==> config.mk <==
export PLATFORM = sky130hd
export DESIGN_NAME = gnrl_dbnc
export DESIGN_NICKNAME = d
export VERILOG_FILES = /design/src/rtl/gnrl_dbnc.sv
export SDC_FILE = /design/constraint.sdc
export NUM_CORES = 1
export LEC_CHECK = 0
export ABC_CLOCK_PERIOD_IN_PS = 3500
export BUFFER_PORTS_ARGS = -buffer_cell sky130_fd_sc_hd__buf_2
export CORE_MARGIN = 5
export CORE_UTILIZATION = 25
export DETAILED_ROUTE_END_ITERATION = 8
export SLEW_MARGIN = 25
export SYNTH_ARGS = -nofsm -noshare
export SYNTH_HDL_FRONTEND = slang
export SYNTH_SLANG_ARGS = --single-unit
==> constraint.sdc <==
create_clock -name i_clk -period 3.5 [get_ports i_clk]
set_input_delay 0 -clock i_clk [delete_from_list [all_inputs] [get_ports i_clk]]
set_output_delay 0 -clock i_clk [all_outputs]
set_load 0.005 [all_outputs]
==> src/rtl/gnrl_dbnc.sv <==
// Per-bit glitch filter with registered debounced level and one-cycle rise/fall pulses.
// Optional 2-stage input synchronizer compiled in with `define GNRL_DBNC_SYNC_EN.
module gnrl_dbnc #(
    parameter int            DW      = 8,
    parameter int            CNT_W   = 8,
    parameter logic [DW-1:0] RST_VAL = '0
) (
    input  logic             i_clk,
    input  logic             i_rst_n,
    input  logic [DW-1:0]    i_data,
    input  logic             i_en,
    input  logic [CNT_W-1:0] i_filt_cnt,
    output logic [DW-1:0]    o_data,
    output logic [DW-1:0]    o_rise,
    output logic [DW-1:0]    o_fall
);

    logic [DW-1:0] filt_in;

`ifdef GNRL_DBNC_SYNC_EN
    logic [DW-1:0] sync1_reg;
    logic [DW-1:0] sync2_reg;

    // Sync flops reset to RST_VAL so a quiet input produces no spurious count after reset.
    always_ff @(posedge i_clk or negedge i_rst_n) begin
        if (!i_rst_n) begin
            sync1_reg <= RST_VAL;
            sync2_reg <= RST_VAL;
        end else begin
            sync1_reg <= i_data;
            sync2_reg <= sync1_reg;
        end
    end

    assign filt_in = sync2_reg;
`else
    assign filt_in = i_data;
`endif

    genvar gi;
    generate
        for (gi = 0; gi < DW; gi++) begin : g_bit
            logic [CNT_W-1:0] cnt_reg;
            logic [CNT_W-1:0] cnt_next;
            logic             data_reg;
            logic             data_next;
            logic             rise_reg;
            logic             rise_next;
            logic             fall_reg;
            logic             fall_next;
            logic             mismatch;

            assign mismatch = filt_in[gi] ^ data_reg;

            // The >= compare caps the counter at the threshold, so it never wraps
            // and a lowered threshold takes effect on the very next mismatch.
            always_comb begin
                data_next = data_reg;
                cnt_next  = '0;
                rise_next = 1'b0;
                fall_next = 1'b0;
                if (i_en && mismatch) begin
                    if (cnt_reg >= i_filt_cnt) begin
                        data_next = ~data_reg;
                        rise_next = ~data_reg;
                        fall_next = data_reg;
                    end else begin
                        cnt_next = cnt_reg + CNT_W'(1);
                    end
                end
            end

            always_ff @(posedge i_clk or negedge i_rst_n) begin
                if (!i_rst_n) begin
                    cnt_reg  <= '0;
                    data_reg <= RST_VAL[gi];
                    rise_reg <= 1'b0;
                    fall_reg <= 1'b0;
                end else begin
                    cnt_reg  <= cnt_next;
                    data_reg <= data_next;
                    rise_reg <= rise_next;
                    fall_reg <= fall_next;
                end
            end

            assign o_data[gi] = data_reg;
            assign o_rise[gi] = rise_reg;
            assign o_fall[gi] = fall_reg;
        end
    endgenerate

endmodule

## After elaboration in Yosys (flattened, before gate mapping)

Index checks and enable logic that the tools add are counted.

| word-level totals | value |
|---|---|
| output and inout port bits | 24 |
| bits in registers | 88 |
| word-level logic and storage cells | 128 |
| input port bits | 19 |

| operators by class | value |
|---|---|
| $lt $le $gt $ge | 8 |
| multiplexer cells | 48 |
| bitwise gates (word level) | 16 |
| reductions and logical operators | 16 |
| add/sub/neg operators | 8 |

Operator list:

| kind | number |
|---|---|
| two-way mux 8 bit | 16 |
| adder 8 x 1 -> 8 bit (second input constant) | 8 |
| greater-or-equal comparator 8 bit | 8 |
| two-way mux 1 bit | 32 |
| AND reduction 2 bit | 8 |
| logical AND 1 bit | 8 |
| NOT 1 bit | 8 |
| XOR 1 bit | 8 |

## Logic depth before layout (Yosys ltp)

Gate-level depths: netlist (run 1).

| logic depth | value |
|---|---|
| depth after elaboration | 3 |
| depth in mapped cells | 6 |

## Least setup slack after synthesis (run 1)

No wires, ideal clock.

| timing | value |
|---|---|
| kind | register -> register |
| start point | register g_bit[7].cnt_reg[0] |
| end point | register g_bit[7].fall_reg |
| stages on the path, launching flop included | 7 |
| data arrival time | 1,646 ps |
| required time | 3,380 ps |
| path slack | 1,733 ps |
| library setup time | 120 ps |
| cell sequence | dfrtp_1 inv_1 ha_1 nand2b_1 a2111oi_4 o31ai_2 and4_1 |

| between the ends | value |
|---|---|
| cells in the longest elaborated chain, start to end | 3 |

Ends and longest elaborated chain:

| item | RTL line | source |
|---|---|---|
| start: declaration | 43 | `logic [CNT_W-1:0] cnt_reg;` |
| start signal: assignment | 80 | `cnt_reg <= cnt_next;` |
| greater-or-equal comparator 8 bit | 63 | `if (cnt_reg >= i_filt_cnt) begin` |
| two-way mux 1 bit | 63 |  |
| two-way mux 1 bit | 62 | `if (i_en && mismatch) begin` |
| via g_bit[7].fall_next | 50 | `logic fall_next;` |
| end signal: assignment | 83 | `fall_reg <= fall_next;` |
| end: declaration | 49 | `logic fall_reg;` |

The timed path passes the listed nets, and every way through them passes these cells.
A chain may end at the register's enable or synchronous reset.

## Worst setup path after layout (run 1)

| timing | value |
|---|---|
| start point | register g_bit[1].cnt_reg[1] |
| end point | register g_bit[1].cnt_reg[1] |

| between the ends | value |
|---|---|
| cells in the longest elaborated chain, start to end | 3 |

Ends and longest elaborated chain:

| item | RTL line | source |
|---|---|---|
| start: declaration | 43 |  |
| start signal: assignment | 80 |  |
| adder 8 x 1 -> 8 bit or greater-or-equal comparator 8 bit (tied branches) | 68, 63 |  |
| two-way mux 8 bit (*) | 63 |  |
| two-way mux 8 bit (*) | 62 |  |
| via g_bit[1].cnt_next[1] | 44 | `logic [CNT_W-1:0] cnt_next;` |

The timed path passes the listed nets; every way through them passes the cells marked *.

==> results of run 1 <==
==> kinds of logic (layout without fill, tap and decap cells) <==
| kind of cell | Yosys count | in the layout | synth area share [%] |
|---|---|---|---|
| buffers and inverters | 50 | 83 | 4.948 |
| adder cells (fa/ha/maj) | 72 | 72 | 15.83 |
| AND/OR/NAND/NOR | 214 | 214 | 19.75 |
| XOR/XNOR | 56 | 56 | 8.621 |
| AO/OA/AOI/OAI | 80 | 80 | 12.14 |
| flip-flops | 88 | 88 | 38.71 |
==> how the worst max path moves through the flow <==
stage                        start             endpoint  slack, ns
5_1_grt        g_bit[1].cnt_reg[1]  g_bit[1].cnt_reg[1]       1.34
4_1_cts        g_bit[1].cnt_reg[1]  g_bit[1].cnt_reg[1]       1.46
3_3_place_gp         i_filt_cnt[1]  g_bit[1].cnt_reg[1]       1.43
2_1_floorplan  g_bit[7].cnt_reg[0]    g_bit[7].fall_reg       1.73
3_5_place_dp         i_filt_cnt[1]  g_bit[1].cnt_reg[1]       1.40
6_report       g_bit[1].cnt_reg[1]  g_bit[1].cnt_reg[1]       1.46
==> layout by cell type, fill, tap and decap left out, types with 3 or more instances in the layout <==
cell type and count:
sky130_fd_sc_hd__a2111o_1 4, sky130_fd_sc_hd__a2111oi_4 4, sky130_fd_sc_hd__a211o_1 8, sky130_fd_sc_hd__a211oi_1 4, sky130_fd_sc_hd__a21o_1 8, sky130_fd_sc_hd__a21oi_1 12, sky130_fd_sc_hd__a32oi_1 8, sky130_fd_sc_hd__and3_1 22
sky130_fd_sc_hd__buf_2 41, sky130_fd_sc_hd__bufinv_16 3, sky130_fd_sc_hd__clkbuf_16 9, sky130_fd_sc_hd__dfrtp_1 88, sky130_fd_sc_hd__ha_1 72, sky130_fd_sc_hd__inv_1 23, sky130_fd_sc_hd__nand2_1 24, sky130_fd_sc_hd__nand2b_1 4
sky130_fd_sc_hd__nand3_1 44, sky130_fd_sc_hd__nand4_1 20, sky130_fd_sc_hd__nor2_1 28, sky130_fd_sc_hd__nor2b_1 8, sky130_fd_sc_hd__nor3_1 44, sky130_fd_sc_hd__nor3b_1 4, sky130_fd_sc_hd__o211ai_1 4, sky130_fd_sc_hd__o21a_1 12
sky130_fd_sc_hd__o21ai_0 6, sky130_fd_sc_hd__o31ai_1 4, sky130_fd_sc_hd__or3_1 8, sky130_fd_sc_hd__or4b_1 4, sky130_fd_sc_hd__xnor2_1 8, sky130_fd_sc_hd__xor2_1 48
==> report_power, final <==
part / switching (mW) / leakage [nW] / internal [mW]
sequential: 0.0143 / 1.18 / 1.03
clock: 0.405 / 0.162 / 0.695
combinational: 0.124 / 1.73 / 0.0714
total: 0.544 / 3.07 / 1.79
==> worst max-delay path, stage by stage (launching register included) <==
cell	delay, ns
sky130_fd_sc_hd__dfrtp_1	0.43
sky130_fd_sc_hd__ha_1	0.30
sky130_fd_sc_hd__nor2b_1	0.13
sky130_fd_sc_hd__o31ai_1	0.48
sky130_fd_sc_hd__a21oi_1	0.34
sky130_fd_sc_hd__nor3b_1	0.27
==> final cells by class <==
| cell class | instances | area (um2) | area share [%] |
|---|---|---|---|
| clock buffers | 10 | 229.0 | 3.568 |
| clock inverters | 6 | 107.6 | 1.677 |
| inverters | 23 | 86.33 | 1.345 |
| multi-input cells | 422 | 3206 | 49.95 |
| flip-flops and latches | 88 | 2202 | 34.31 |
| well taps | 285 | 356.6 | 5.557 |
| repair buffers | 44 | 230.2 | 3.587 |
==> per-layer routing <==
metal	part of all wire, %	GRT usage [%]	wire (um)	vias up
li1	-	-	-	2101
met1	48	12.77	5883	1964
met2	46	16.08	5731	72
met3	4.2	2.489	524	17
met4	1.8	3.800	218	2
met5	0.16	0	20	-
==> what timing repair did <==
action	4_1_cts	5_1_grt
setup endpoints to repair	0	0
buffers inserted	0	0
hold endpoints to repair	66	0
hold buffers	1	0
==> load_flow_metrics.sql, run 1 <==
INSERT INTO impl_metrics (metric_group, metric, value, unit) VALUES
('global_routing', 'grt_pass1_vias', '4142', ''),
('final_layout', 'largest_register_ff_count', '64', ''),
('floorplanning', 'die-area', '25870', 'um2'),
('floorplanning', 'die_h', '160.9', 'um'),
('hold_path', 'holdCritPathClass', 'input port to flop', ''),
('hold_path', 'worst_hold_startpoint', 'i_data[7]', ''),
('global_routing', 'grt_pass1_wl', '20870', 'um'),
('floorplanning', 'number_of_placed_i_o_pins', '43', ''),
('synth', 'syn-num-nets', '651', ''),
('final_layout', 'nNetsFinal', '679', ''),
('sta', 'whs', '0.02079', 'ns'),
('sta', 'timing.final.hold_violations', '0', ''),
('place', 'dp_slack', '1.399', 'ns'),
('clock_tree', 'clockRootBuffer', 'sky130_fd_sc_hd__clkbuf_16', ''),
('setup_path', 'reg2reg_slack', '1.46', 'ns'),
('run', 'cap_viol_max_count', '0', ''),
('setup_path', 'crit_path_start_kind', 'flop', ''),
('setup_path', 'worstReg2RegStart', 'g_bit[1].cnt_reg[1]', ''),
('route', 'routed-via-count', '4156', ''),
('place', 'routabilityCongestion', '0.7775', ''),
('power_and_ir_drop', 'power_per_cell_area', '364.2', 'nW/um2'),
('synth', 'synth-main-ff-cell', 'sky130_fd_sc_hd__dfrtp_1', ''),
('synth', 'avgSynthCellArea', '10.16', 'um2'),
('clock_tree', 'cts_sinks', '88', ''),
('floorplanning', 'core_region_area', '22500', 'um2'),
('clock_tree', 'clkTransAtPathRegs', '0.07', 'ns'),
('run_status', 'outcome', 'completed', ''),
('clock_tree', 'tritoncts', 'yes', ''),
('setup_path', 'cp.arrival', '2.29', 'ns'),
('setup_path', 'timing.critical_path.to_type', 'flop', ''),
('sta', 'timing_max_transition_violations_final', '0', ''),
('route', 'drt_pass_1_iters', '4', ''),
('place', 'dpl.hpwl', '8899', 'um'),
('final_layout', 'final_cell_count_no_fill', '878', ''),
('synth', 'synth.most_common_cell', 'sky130_fd_sc_hd__dfrtp_1', ''),
('synth', 'number_of_enable_flip_flop_cells_after_synthesis', '0', ''),
('clock_tree', 'htreeDepth', '3', ''),
('hold_path', 'hold-path-cell-count', '3', ''),
('hold_path', 'min_delay_worst_endpoint', 'g_bit[7].fall_reg', ''),
('final_layout', 'final.fill_count', '2311', ''),
('setup_path', 'worstReg2RegEnd', 'g_bit[1].cnt_reg[1]', ''),
('synth', 'synthesized_netlist_cell_count', '560', ''),
('sta', 'setup-tns-final', '0', 'ns'),
('sta', 'max_clock_freq', '0.4914', 'GHz'),
('setup_path', 'worstPathRequired', '3.76', 'ns'),
('synth', 'synth-seq-cells', '88', ''),
('sta', 'rsz0062_at_grt', 'no', ''),
('route', 'post_detailed_route_drc_marker_count', '0', ''),
('synth', 'synth_largest_area_cell', 'sky130_fd_sc_hd__dfrtp_1', ''),
('global_routing', 'grt_overflow_total', '0', ''),
('place', 'detailed_place.area', '6071', 'um2'),
('route', 'detail_routed_via_count_per_cell', '4.733', ''),
('synth', 'ys_warn_count', '0', ''),
('sta', 'timing_worst_slew_pin_value', '0.8528', 'ns'),
('floorplanning', 'standard_cell_row_count', '55', ''),
('synth', 'synth_commonest_cells', 'sky130_fd_sc_hd__dfrtp_1, sky130_fd_sc_hd__ha_1, sky130_fd_sc_hd__xor2_1', ''),
('power_and_ir_drop', 'worst_ir_drop_vdd', '0.2465', 'mV'),
('power_and_ir_drop', 'p_total', '2.337', 'mW'),
('clock_tree', 'cts_buffers', '9', ''),
('final_layout', 'syn2layout_area_growth', '12.80', '%'),
('route', 'wl_per_cell', '14.10', 'um'),
('global_routing', 'grt_use_total', '9.923', '%'),
('sta', 'worst_clock_skew', '0.005752', 'ns'),
('sta', 'number_of_failing_setup_endpoints_in_the_final_timing_report', '0', ''),
('sta', 'worst_slew_margin_rel', '43.15', '%'),
('setup_path', 'ff2ff_path_depth', '5', ''),
('final_layout', 'stdcell_area', '6417', 'um2'),
('place', 'io_buffers', '42', ''),
('synth', 'mappedNetlistArea', '5689', 'um2'),
('setup_path', 'critPathMaxFanout', '8', ''),
('floorplanning', 'die_w', '160.9', 'um');
No activity file was read; power rests on OpenSTA's default activity.
==> run 2: changes to the inputs <==
Settings changed: ABC_CLOCK_PERIOD_IN_PS 3500 to 2100.
Clock period 3.5 ns to 2.1 ns, I/O delays scaled along.
==> load_flow_metrics.sql, run 2 (synthesis gave the netlist of run 1 again) <==
INSERT INTO impl_metrics (metric_group, metric, value, unit) VALUES
('run_status', 'outcome', 'completed', ''),
('clock_tree', 'htreeDepth', '3', ''),
('clock_tree', 'clkLatencyLatePin', '0.35', 'ns'),
('route', 'antenna_violating_nets_post_route', '0', ''),
('route', 'maxUsedRoutingLayer', 'met4', ''),
('clock_tree', 'cts_sinks', '88', ''),
('sta', 'final.period_utilization', '91.60', '%'),
('global_routing', 'grt_use_total', '10.31', '%'),
('route', 'drt_first_iter_violations', '218', ''),
('final_layout', 'layout_commonest_cell', 'sky130_fd_sc_hd__dfrtp_1', ''),
('sta', 'worst_clock_skew', '0.005307', 'ns'),
('setup_path', 'timing.critical_path.to_type', 'flop', ''),
('sta', 'rsz0062_at_grt', 'no', ''),
('final_layout', 'final_cell_count_no_fill', '903', ''),
('place', 'dp_slack', '0.1436', 'ns'),
('place', 'number_of_instances_in_the_placed_design', '886', ''),
('power_and_ir_drop', 'worst_ir_drop_vdd', '0.4159', 'mV'),
('sta', 'number_of_failing_setup_endpoints_in_the_final_timing_report', '0', ''),
('final_layout', 'drive_above_1_share', '14.72', '%'),
('route', 'post_detailed_route_drc_marker_count', '0', ''),
('global_routing', 'grt_pass1_vias', '4199', ''),
('floorplanning', 'die-area', '25870', 'um2'),
('sta', 'timing_max_transition_violations_final', '0', ''),
('global_routing', 'number_of_antenna_violations_at_the_first_check_in_global_routing', '0', ''),
('final_layout', 'largest_register_ff_count', '64', ''),
('hold_path', 'worst_hold_startpoint', 'i_data[4]', ''),
('route', 'drt_pass_1_iters', '5', ''),
('power_and_ir_drop', 'total_leakage_power', '3.178', 'nW'),
('sta', 'finalWorstPathRequiredPeriod', '1.924', 'ns'),
('final_layout', 'stdcell_area', '6600', 'um2'),
('clock_tree', 'tritoncts', 'yes', ''),
('route', 'detail_routed_via_count_per_cell', '4.717', ''),
('floorplanning', 'die_w', '160.9', 'um'),
('sta', 'setup-tns-final', '0', 'ns'),
('sta', 'max_clock_freq', '0.5199', 'GHz'),
('place', 'io_buffers', '42', ''),
('sta', 'timing_worst_slew_pin_value', '0.6976', 'ns'),
('global_routing', 'grt_max_degree', '51', ''),
('place', 'dpl.hpwl', '9391', 'um'),
('route', 'wl_per_cell', '14.16', 'um'),
('setup_path', 'timing.critical_path.from', 'g_bit[5].cnt_reg[2]', ''),
('final_layout', 'nNetsFinal', '704', ''),
('setup_path', 'timing.setup.critical_path_class', 'flop to flop', ''),
('power_and_ir_drop', 'power_per_cell_area', '579.7', 'nW/um2'),
('floorplanning', 'die_h', '160.9', 'um'),
('floorplanning', 'core_region_area', '22500', 'um2'),
('floorplanning', 'standard_cell_row_count', '55', ''),
('setup_path', 'crit_path_start_kind', 'flop', ''),
('route', 'detail_route.wirelength.met1', '6142', 'um'),
('clock_tree', 'post_cts_setup_buffer_count', '0', ''),
('final_layout', 'mostFrequentLayoutCells', 'sky130_fd_sc_hd__dfrtp_1, sky130_fd_sc_hd__ha_1, sky130_fd_sc_hd__xor2_1', ''),
('clock_tree', 'clkTransAtPathRegs', '0.06', 'ns'),
('sta', 'post-route-worst-setup-slack', '0.1764', 'ns'),
('place', 'routabilityCongestion', '0.7713', ''),
('run', 'cap_viol_max_count', '0', ''),
('power_and_ir_drop', 'p_total', '3.826', 'mW'),
('route', 'drt-total-wl', '12780', 'um'),
('setup_path', 'worstPathRequired', '2.30', 'ns'),
('place', 'detailed_place.area', '6271', 'um2'),
('final_layout', 'final.fill_count', '2303', ''),
('final_layout', 'antennaDiodeCount', '0', ''),
('route', 'met3RoutedLength', '530', 'um'),
('global_routing', 'grt_overflow_total', '0', ''),
('setup_path', 'critPathMaxFanout', '8', ''),
('clock_tree', 'clockRootBuffer', 'sky130_fd_sc_hd__clkbuf_16', ''),
('setup_path', 'cp.arrival', '2.12', 'ns'),
('sta', 'timing.final.hold_violations', '0', ''),
('floorplanning', 'start_util', '25.28', '%'),
('floorplanning', 'number_of_placed_i_o_pins', '43', ''),
('clock_tree', 'cts_buffers', '9', ''),
('final_layout', 'syn2layout_area_growth', '16.01', '%'),
('sta', 'worst_slew_margin_rel', '53.49', '%'),
('route', 'met2RoutedLength', '5841', 'um'),
('setup_path', 'worstReg2RegStart', 'g_bit[5].cnt_reg[2]', ''),
('route', 'routed-via-count', '4259', ''),
('clock_tree', 'ctsLongestPathBuffers', '2', ''),
('global_routing', 'grt_pass1_wl', '21620', 'um'),
('hold_path', 'holdCritPathClass', 'input port to flop', '');
run 2: cell types whose count changed in the layout (fill, tap and decap cells not counted), sizes merged:
cell and delta:
buf +25, clkbuf +1, bufinv -1
run 2: worst paths after layout:
kind                                             to  cells after the start  slack (ns)
worst max-delay path            g_bit[5].cnt_reg[5]                      5        0.18
worst min-delay path              g_bit[4].fall_reg                      3        0.02
worst max register to register  g_bit[5].cnt_reg[5]                      5        0.18
worst min register to register  g_bit[0].cnt_reg[0]                      1        0.53
max in group asynchronous       g_bit[0].cnt_reg[1]                      3        1.21
min in group asynchronous         g_bit[7].rise_reg                      2        0.21
run 2: final cells by class:
type / count / area (um2) / area share [%]
inverter: 23 / 86.33 / 1.308
tap: 285 / 356.6 / 5.403
clock inverter: 5 / 81.33 / 1.232
clock buffer: 11 / 232.7 / 3.526
timing repair buffer: 69 / 430.4 / 6.521
multi-input combinational: 422 / 3211 / 48.64
sequential: 88 / 2202 / 33.36
run 2: per-stage QoR:
stage / utilization [%] / hold slack (ns)
final: 29.33 / 0.02285
after CTS: 29.31 / 0.004037
after detailed placement: 27.87 / 0.07436
after global placement: 27.87 / 0.07393
after global routing: 29.33 / 0.04048
after floorplan: - / -0.2956
run 2: routing by layer:
layer,vias to the layer above,GRT usage [%]
met5,-,0
met3,21,2.463
met4,0,3.839
met1,2022,14.05
met2,66,15.91
li1,2150,-
run 2: report_power, final:
group          leakage [nW]  switching [mW]  total, mW  internal, mW
Combinational          1.85           0.217      0.364         0.147
Clock                 0.150           0.687       1.73          1.04
Sequential             1.18          0.0212       1.73          1.71
run 2: worst max-delay path, cell delays in order (launching register included):
cell and delay (ns):
sky130_fd_sc_hd__dfrtp_1 0.43, sky130_fd_sc_hd__ha_1 0.33, sky130_fd_sc_hd__and3_1 0.16, sky130_fd_sc_hd__o21ai_0 0.11, sky130_fd_sc_hd__a21oi_1 0.60, sky130_fd_sc_hd__nor3_1 0.15
run 2: repair_timing:
item                                    in CTS  in global routing
endpoints found under the setup margin       0                  4
hold buffers                                 1                  0
resized for setup                            0                  1
hold endpoints to repair                    47                  0
